==> config.mk <==
export PLATFORM = sky130hd
export DESIGN_NAME = network_run_ctrl
export DESIGN_NICKNAME = d
export VERILOG_FILES = /design/src/rtl/network_run_ctrl.sv
export SDC_FILE = /design/constraint.sdc
export NUM_CORES = 1
export LEC_CHECK = 0
export ABC_AREA = 1
export CORE_MARGIN = 1
export CORE_UTILIZATION = 55
export DETAILED_ROUTE_END_ITERATION = 10
export PLACE_DENSITY = 0.89
export SLEW_MARGIN = 30
export SYNTH_ARGS = -nofsm -noshare
export SYNTH_HDL_FRONTEND = slang
export SYNTH_SLANG_ARGS = --single-unit
==> constraint.sdc <==
create_clock -name clk -period 4.25 [get_ports clk]
set_clock_uncertainty 0.1 [all_clocks]
set_input_delay 1.275 -clock clk [delete_from_list [all_inputs] [get_ports clk]]
set_output_delay 1.275 -clock clk [all_outputs]
set_load 0.05 [all_outputs]
==> src/rtl/network_run_ctrl.sv <==
// Run controller for the spiking classifier: clear network, enable it, count spikes, pick a winner.
// Latency: done pulses RUN_CYCLES+3 cycles after the edge that accepts start.
// Backpressure: none; start is ignored while busy, abort cancels a run in flight.
module network_run_ctrl #(
    parameter int HEIGHT     = 7,
    parameter int CLASSES    = 4,
    parameter int RUN_CYCLES = 7168,
    parameter int CNT_W      = 8
) (
    input  logic                        clk,
    input  logic                        rst_n,
    input  logic                        start,
    input  logic                        abort,
    input  logic [HEIGHT-1:0]           pixels,
    input  logic [CLASSES-1:0]          spikes,
    output logic [HEIGHT-1:0]           net_pixels,
    output logic                        net_en,
    output logic                        net_rst,
    output logic                        busy,
    output logic                        done,
    output logic [$clog2(CLASSES)-1:0]  winner,
    output logic                        no_spike,
    output logic [CLASSES*CNT_W-1:0]    counts
);

    localparam int WIN_W = $clog2(CLASSES);
    localparam int CYC_W = $clog2(RUN_CYCLES + 1);

    localparam logic [CYC_W-1:0] CYC_LAST = CYC_W'(RUN_CYCLES);
    localparam logic [CYC_W-1:0] EN_LAST  = CYC_W'(RUN_CYCLES - 1);
    localparam logic [CNT_W-1:0] CNT_MAX  = '1;

    localparam logic [2:0] S_IDLE   = 3'd0;
    localparam logic [2:0] S_CLEAR  = 3'd1;
    localparam logic [2:0] S_RUN    = 3'd2;
    localparam logic [2:0] S_DECIDE = 3'd3;
    localparam logic [2:0] S_DONE   = 3'd4;

    logic [2:0]                       state;
    logic [CYC_W-1:0]                 cyc_q;
    logic [CLASSES-1:0][CNT_W-1:0]    cnt_q;
    logic [WIN_W-1:0]                 best_idx;
    logic [CNT_W-1:0]                 best_val;
    logic                             any_spk;

    assign counts = cnt_q;

    // Strict '>' keeps the lowest index on ties; all-zero leaves index 0.
    always_comb begin
        best_idx = '0;
        best_val = cnt_q[0];
        any_spk  = 1'b0;
        for (int i = 0; i < CLASSES; i++) begin
            if (cnt_q[i] != '0) any_spk = 1'b1;
            if (cnt_q[i] > best_val) begin
                best_val = cnt_q[i];
                best_idx = WIN_W'(i);
            end
        end
    end

    always_ff @(posedge clk or negedge rst_n) begin
        if (!rst_n) begin
            state      <= S_IDLE;
            cyc_q      <= '0;
            net_pixels <= '0;
            net_en     <= 1'b0;
            net_rst    <= 1'b1;
            busy       <= 1'b0;
            done       <= 1'b0;
            winner     <= '0;
            no_spike   <= 1'b0;
            cnt_q      <= '0;
        end else begin
            done <= 1'b0;
            if (busy && abort) begin
                state    <= S_IDLE;
                net_en   <= 1'b0;
                net_rst  <= 1'b0;
                busy     <= 1'b0;
                winner   <= '0;
                no_spike <= 1'b0;
            end else begin
                case (state)
                    S_IDLE, S_DONE: begin
                        net_rst <= 1'b0;
                        if (start) begin
                            state      <= S_CLEAR;
                            net_pixels <= pixels;
                            net_rst    <= 1'b1;
                            busy       <= 1'b1;
                            cyc_q      <= '0;
                            winner     <= '0;
                            no_spike   <= 1'b0;
                            cnt_q      <= '0;
                        end
                    end
                    S_CLEAR: begin
                        state   <= S_RUN;
                        net_rst <= 1'b0;
                        net_en  <= 1'b1;
                    end
                    S_RUN: begin
                        cyc_q  <= cyc_q + 1'b1;
                        net_en <= (cyc_q < EN_LAST);
                        // Network output is registered, so its spikes trail net_en by one cycle.
                        if (cyc_q != '0) begin
                            for (int i = 0; i < CLASSES; i++) begin
                                if (spikes[i] && cnt_q[i] != CNT_MAX)
                                    cnt_q[i] <= cnt_q[i] + 1'b1;
                            end
                        end
                        if (cyc_q == CYC_LAST) state <= S_DECIDE;
                    end
                    S_DECIDE: begin
                        winner   <= best_idx;
                        no_spike <= !any_spk;
                        done     <= 1'b1;
                        busy     <= 1'b0;
                        state    <= S_DONE;
                    end
                    default: state <= S_IDLE;
                endcase
            end
        end
    end

endmodule
### Word-level counts from Yosys, hierarchy flattened

Cells that the tools add are included.

| storage, ports and cells | value |
|---|---|
| register bits after elaboration | 62 |
| bits in latches | 0 |
| RAM bits | 0 |
| memory bits (read-only) | 0 |
| bits of input ports | 15 |
| output and inout port bits | 46 |
| memories | 0 |

| cells by class | value |
|---|---|
| add/sub/neg operators | 5 |
| multipliers | 0 |
| div/mod/pow operators | 0 |
| $lt $le $gt $ge | 4 |
| eq/ne operators | 17 |
| shifts and indexed selects | 0 |
| mux-type cells | 38 |
| bitwise operators | 1 |
| reductions and logical operators | 25 |

Operator list:

| cell | count |
|---|---|
| two-way mux 32 bit | 2 |
| one-hot mux 32 bit (2 select lines) | 1 |
| two-way mux 8 bit | 6 |
| adder 8 x 1 -> 8 bit, second input constant | 4 |
| inequality test 8 bit, second input constant | 4 |
| nonzero test 8 bit | 4 |
| one-hot mux 13 bit (2 select lines) | 1 |
| > comparator 8 bit | 3 |
| AND reduction 5 bit | 4 |
| two-way mux 1 bit | 14 |
| adder 13 x 1 -> 13 bit, second input constant | 1 |
| == test 13 bit, second input constant | 1 |
| less-than comparator 13 bit, second input constant | 1 |
| two-way mux 13 bit | 1 |
| nonzero test 13 bit | 1 |
| inequality test 2 bit, second input constant | 6 |
| one-hot mux 3 bit (4 select lines) | 1 |
| two-way mux 3 bit | 3 |
| nonzero test 3 bit | 3 |
| two-way mux 2 bit | 4 |
| one-hot mux 1 bit (2 select lines) | 4 |
| == test 3 x 2 -> 1 bit, second input constant | 2 |
| inequality test 3 bit, second input constant | 2 |
| AND reduction 3 bit | 2 |
| 10 further kinds | 15 |

### Depth between registers and ports, before layout

| depth | value |
|---|---|
| depth after elaboration | 8 |
| mapped depth | 34 |
| mapped depth without buffers | 34 |

### Worst setup path after synthesis

No wires, ideal clock.

| path | value |
|---|---|
| path type | register to register |
| start | register cnt_q (netlist bit counts[3]) |
| end | register winner[1] |
| library setup time | 118 ps |
| data arrival time | 3756 ps |
| slack | 277 ps |
| cell stages (with the launch flop) | 28 |
| period minus slack after synthesis | 3973 ps |
| cell sequence | dfrtp_1 inv_1 ha_1 nand2_1 inv_1 nand2_1 nand2_1 nand2_1 a21oi_2 nand2_1 and2_1 ha_1 a21oi_1 o21a_1 nand2_1 nand2_1 clkbuf_1 nand3_1 nand2_1 ha_1 a21oi_1 o21ai_0 nor2_1 nand2_1 nand2_1 nand2_1 nand2_1 nand2_1 |

| between the ends | value |
|---|---|
| word-level cells in the longest chain between the ends | 8 |
| elaborated cells between the ends (all ways) | 9 |
| classes of those cells | 3 x order compare; 6 x mux |

Ends and longest elaborated chain:

| item | line | RTL |
|---|---|---|
| from (decl) | 41 | `logic [CLASSES-1:0][CNT_W-1:0] cnt_q;` |
| from (signal, indexed assignment) | 110 | `cnt_q[i] <= cnt_q[i] + 1'b1;` |
| > comparator 8 bit | 55 | `if (cnt_q[i] > best_val) begin` |
| two-way mux 8 bit (*) | 55 |  |
| > comparator 8 bit | 55 |  |
| two-way mux 8 bit | 55 |  |
| > comparator 8 bit | 55 |  |
| two-way mux 2 bit (*) | 55 |  |
| one-hot mux 2 bit (2 select lines) (*) | 84 | `case (state)` |
| two-way mux 2 bit (*) | 76 | `if (busy && abort) begin` |
| to (signal assigned) | 116 | `winner <= best_idx;` |
| to (decl) | 21 | `output logic [$clog2(CLASSES)-1:0] winner,` |

Mark *: on every way between the ends. The rest lies on a longest branch, timed or not.
A chain may end at the register's enable or synchronous reset.

### Worst setup path in the final report

| path | value |
|---|---|
| start | register cnt_q (netlist bit counts[6]) |
| end | register winner[1] |

Same word-level chain as after synthesis.

==> flow_metrics.py <==
metrics = {
    "timing": {
        "hold_ws_ns": 0.382,
        "hold_viol_final": 0,
        "tns_ns": 0,
        "period_share": 0.928,
        "setup_slack_ns": 0.306,
        "maxSlewHeadroom": 0.620,
        "max_clock_freq_mhz": 254,
        "setup_viol": 0,
        "period_needed_ns": 3.94,
        "drv_slew": 0,
        "tightestPinTransition_ns": 0.569,
    },
    "clocking": {
        "clock-sinks": 62,
        "root_buffer": "clkbuf_8",
        "clockBufferDepth": 2,
        "htreeDepth": 3,
        "cts_buffers": 9,
        "worstSkewPairLatency_ns": 0.35,
        "cts_tree": "yes",
        "clk_transition_reported_paths_ns": 0.08,
    },
    "logic_synthesis": {
        "synthSimpleGateAreaFrac": 0.348,
        "synth_area_um2": 4430,
        "synth_area_leader_cell": "dfrtp_1",
        "synth_top_family_by_area": "simple AND/OR/NAND/NOR gates",
        "synth_mux_area_frac": 0,
        "ys_warn_count": 0,
        "synthAdderAreaFrac": 0.0961,
        "syn_nets": 648,
        "synth.distinct_cells": 41,
        "synth_cells": 599,
        "synth_xor_area_frac": 0.0396,
        "synth-edff-count": 0,
        "synth_top_area_share": 0.345,
        "yosys-top-cells-area": "dfrtp_1 34%, nand2_1 15%, ha_1 9.6%",
        "synth_compound_area_frac": 0.0884,
        "avgSynthCellArea_um2": 7.39,
        "ys.flop_type": "dfrtp_1",
        "async_flop_share": 1.00,
        "ys_ff_latch": 62,
        "synth-seq-area-share": 0.351,
    },
    "min_path": {
        "hold_start": "net_pixels[6]",
        "hp-class": "reg -> reg",
    },
    "cells_and_area": {
        "fin_nets": 724,
        "area_growth_syn_to_layout_pct": 22.8,
        "drive_gt1_frac": 0.122,
        "finish.utilization": 0.700,
        "antenna_cells_inserted": 0,
    },
    "worst_setup_path": {
        "crit_required_ns": 4.39,
        "critPathMaxFanout": 8,
        "crit_slowest_cell": "dfrtp_2",
        "cp_common_cell": "nand2_1",
        "reg2reg_from": "counts[6]",
        "slowest_delay_ns": 0.42,
        "crit_arrival_ns": 4.09,
        "cp_top_family": "simple AND/OR/NAND/NOR gates",
        "criticalPathCategory": "reg -> reg",
        "start_kind": "register",
        "end_kind": "register",
        "critical_path.startpoint": "counts[6]",
        "path_buf_inv": 3,
    },
    "place": {
        "pre_cts_ws_ns": 0.242,
        "gp_congestion": 0.917,
        "numPortBuffers": 60,
        "dp_hpwl_mm": 8.86,
    },
    "pwr": {
        "power_mw": 3.74,
        "pwr-share-clk": 0.142,
        "netSwitchingFraction": 0.531,
        "vdd_drop_max_v": 0.000475,
        "p_switching_mw": 1.99,
        "cellInternalPower_mw": 1.75,
        "pwr-share-comb": 0.646,
        "p_per_area_nw_per_um2": 688,
        "p_leak_nw": 2.57,
        "p_seq_frac": 0.212,
    },
    "floorplanning": {
        "dieArea_um2": 8410,
        "start_util": 0.570,
        "boundaryPins": 61,
        "die-height_um": 91.7,
        "coreArea_um2": 7770,
        "chipWidth_um": 91.7,
        "rows": 32,
    },
    "routing": {
        "route.detailed.drc": 0,
        "ant_nets": 0,
        "avgRoutedWirePerCell_um": 15.0,
        "num_vias": 4355,
        "via_per_inst": 5.57,
        "drt-total-wl_mm": 11.7,
        "drt_iter0_markers": 231,
        "first_pass_iters": 5,
    },
    "global_route": {
        "grt_max_degree": 42,
        "grt_pass1_wl_mm": 19.5,
        "grt_overflow": 0,
        "grtUsageTotal": 0.293,
        "antenna_found_initial": 0,
        "first_global_vias": 4249,
    },
    "run_status": {
        "outcome": "finished, final reports clean",
    },
    "flow_run": {
        "maxCapViolations": 0,
    },
}
[through the flow]
step           instance area [um2]  instances
6_report                      5440        782
5_1_grt                       5440        782
4_1_cts                       5390        779
3_5_place_dp                  5190        763
3_3_place_gp                  5190        763
2_1_floorplan                 4430        599
[per-layer routing]
layer / share of wire / track usage / up-vias / wire length, um
met5: 0 / 0 / - / 0
met2: 0.48 / 0.508 / 187 / 5690
met1: 0.42 / 0.348 / 2028 / 4920
met4: 0.034 / 0.137 / 0 / 404
met3: 0.061 / 0.0589 / 40 / 717
li1: - / - / 2100 / -
[cell usage after synthesis, types with 3 or more instances]
cell type and count:
ha_1 34, clkbuf_1 5, xor2_1 19, nand3_4 3, o21ai_0 12, and2_1 8
o21ai_2 13, buf_6 3, o21ai_1 9, nor3_1 17, buf_2 4, nand2_1 178
inv_2 4, nand3_1 46, nand2_2 6, nor2_1 50, inv_1 64, a21oi_1 16
dfrtp_1 61, nand4_1 20
[placed cells by master (no fill, tap or decap), types with 3 or more instances in the layout]
cell / netlist / layout
nor2_2: 1 / 3
nand3_4: 3 / 3
and2_1: 8 / 8
inv_1: 64 / 61
nor2_1: 50 / 48
clkdlybuf4s50_1: 0 / 59
o21ai_1: 9 / 9
o21ai_2: 13 / 13
buf_4: 0 / 18
o21ai_0: 12 / 12
a21oi_1: 16 / 16
ha_1: 34 / 34
nand2_1: 178 / 176
nor3_1: 17 / 17
dfrtp_1: 61 / 59
nand4_1: 20 / 20
nand3_1: 46 / 46
xor2_1: 19 / 19
nand2_4: 2 / 3
nand2_2: 6 / 7
inv_2: 4 / 7
clkbuf_8: 0 / 9
clkinv_4: 1 / 3
[layout make-up]
class                           count  area (um2)
Tap cell                          102         128
Clock buffer                        9         124
Inverter                           69         264
Clock inverter                      7        73.8
Sequential cell                    62        1560
Timing Repair Buffer               78         731
Multi-Input combinational cell    455        2560
Fill cell                         628        2330
[cell families (layout without fill, tap and decap cells)]
group / Yosys count / after routing
buffers and inverters: 83 / 163
xor gates and xnor gates: 20 / 20
adders and majority gates: 34 / 34
AOI/OAI and AO/OA: 61 / 62
DFF: 62 / 62
and+or+nand+nor: 339 / 339
[state kept, by name, indices dropped and copies added, names as in the netlist]
name	cells
busy	1
winner	2
state	3
net_en	1
cyc_q	13
no_spike	1
net_pixels	7
counts	32
done	1
net_rst	1
[path summary, 6_finish.rpt]
path                       depth (start not counted)  slack [ns]       endpoint
setup / recovery                                  29        0.31      winner[1]
hold / removal                                     2        0.38  net_pixels[6]
setup reg to reg                                  29        0.31      winner[1]
hold reg to reg                                    2        0.38  net_pixels[6]
max in group asynchronous                          2        2.36        net_rst
min in group asynchronous                          1        0.78      counts[5]
[power by group through the flow]
stage	clock network (mW)	logic, mW	registers [mW]
2_1_floorplan	0	1.46	1.08
3_3_place_gp	0	2.28	0.797
3_5_place_dp	0	2.35	0.800
4_1_cts	0.537	2.36	0.791
5_1_grt	0.560	2.72	0.806
6_report	0.533	2.42	0.793
[worst reg2reg max path, delay by kind of cell, from the launching register on]
kind | cells | cell delay, ns
buffers and inverters | 3 | 0.37
and+or+nand+nor | 22 | 1.97
DFF | 1 | 0.42
AOI/OAI and AO/OA | 1 | 0.08
adders and majority gates | 3 | 0.89
[what timing repair did]
action,in CTS,in global routing
setup buffers,0,2
hold buffers,0,0
resized for setup,0,11
endpoints found under the setup margin,0,2
(Power assumes the default switching activity.)
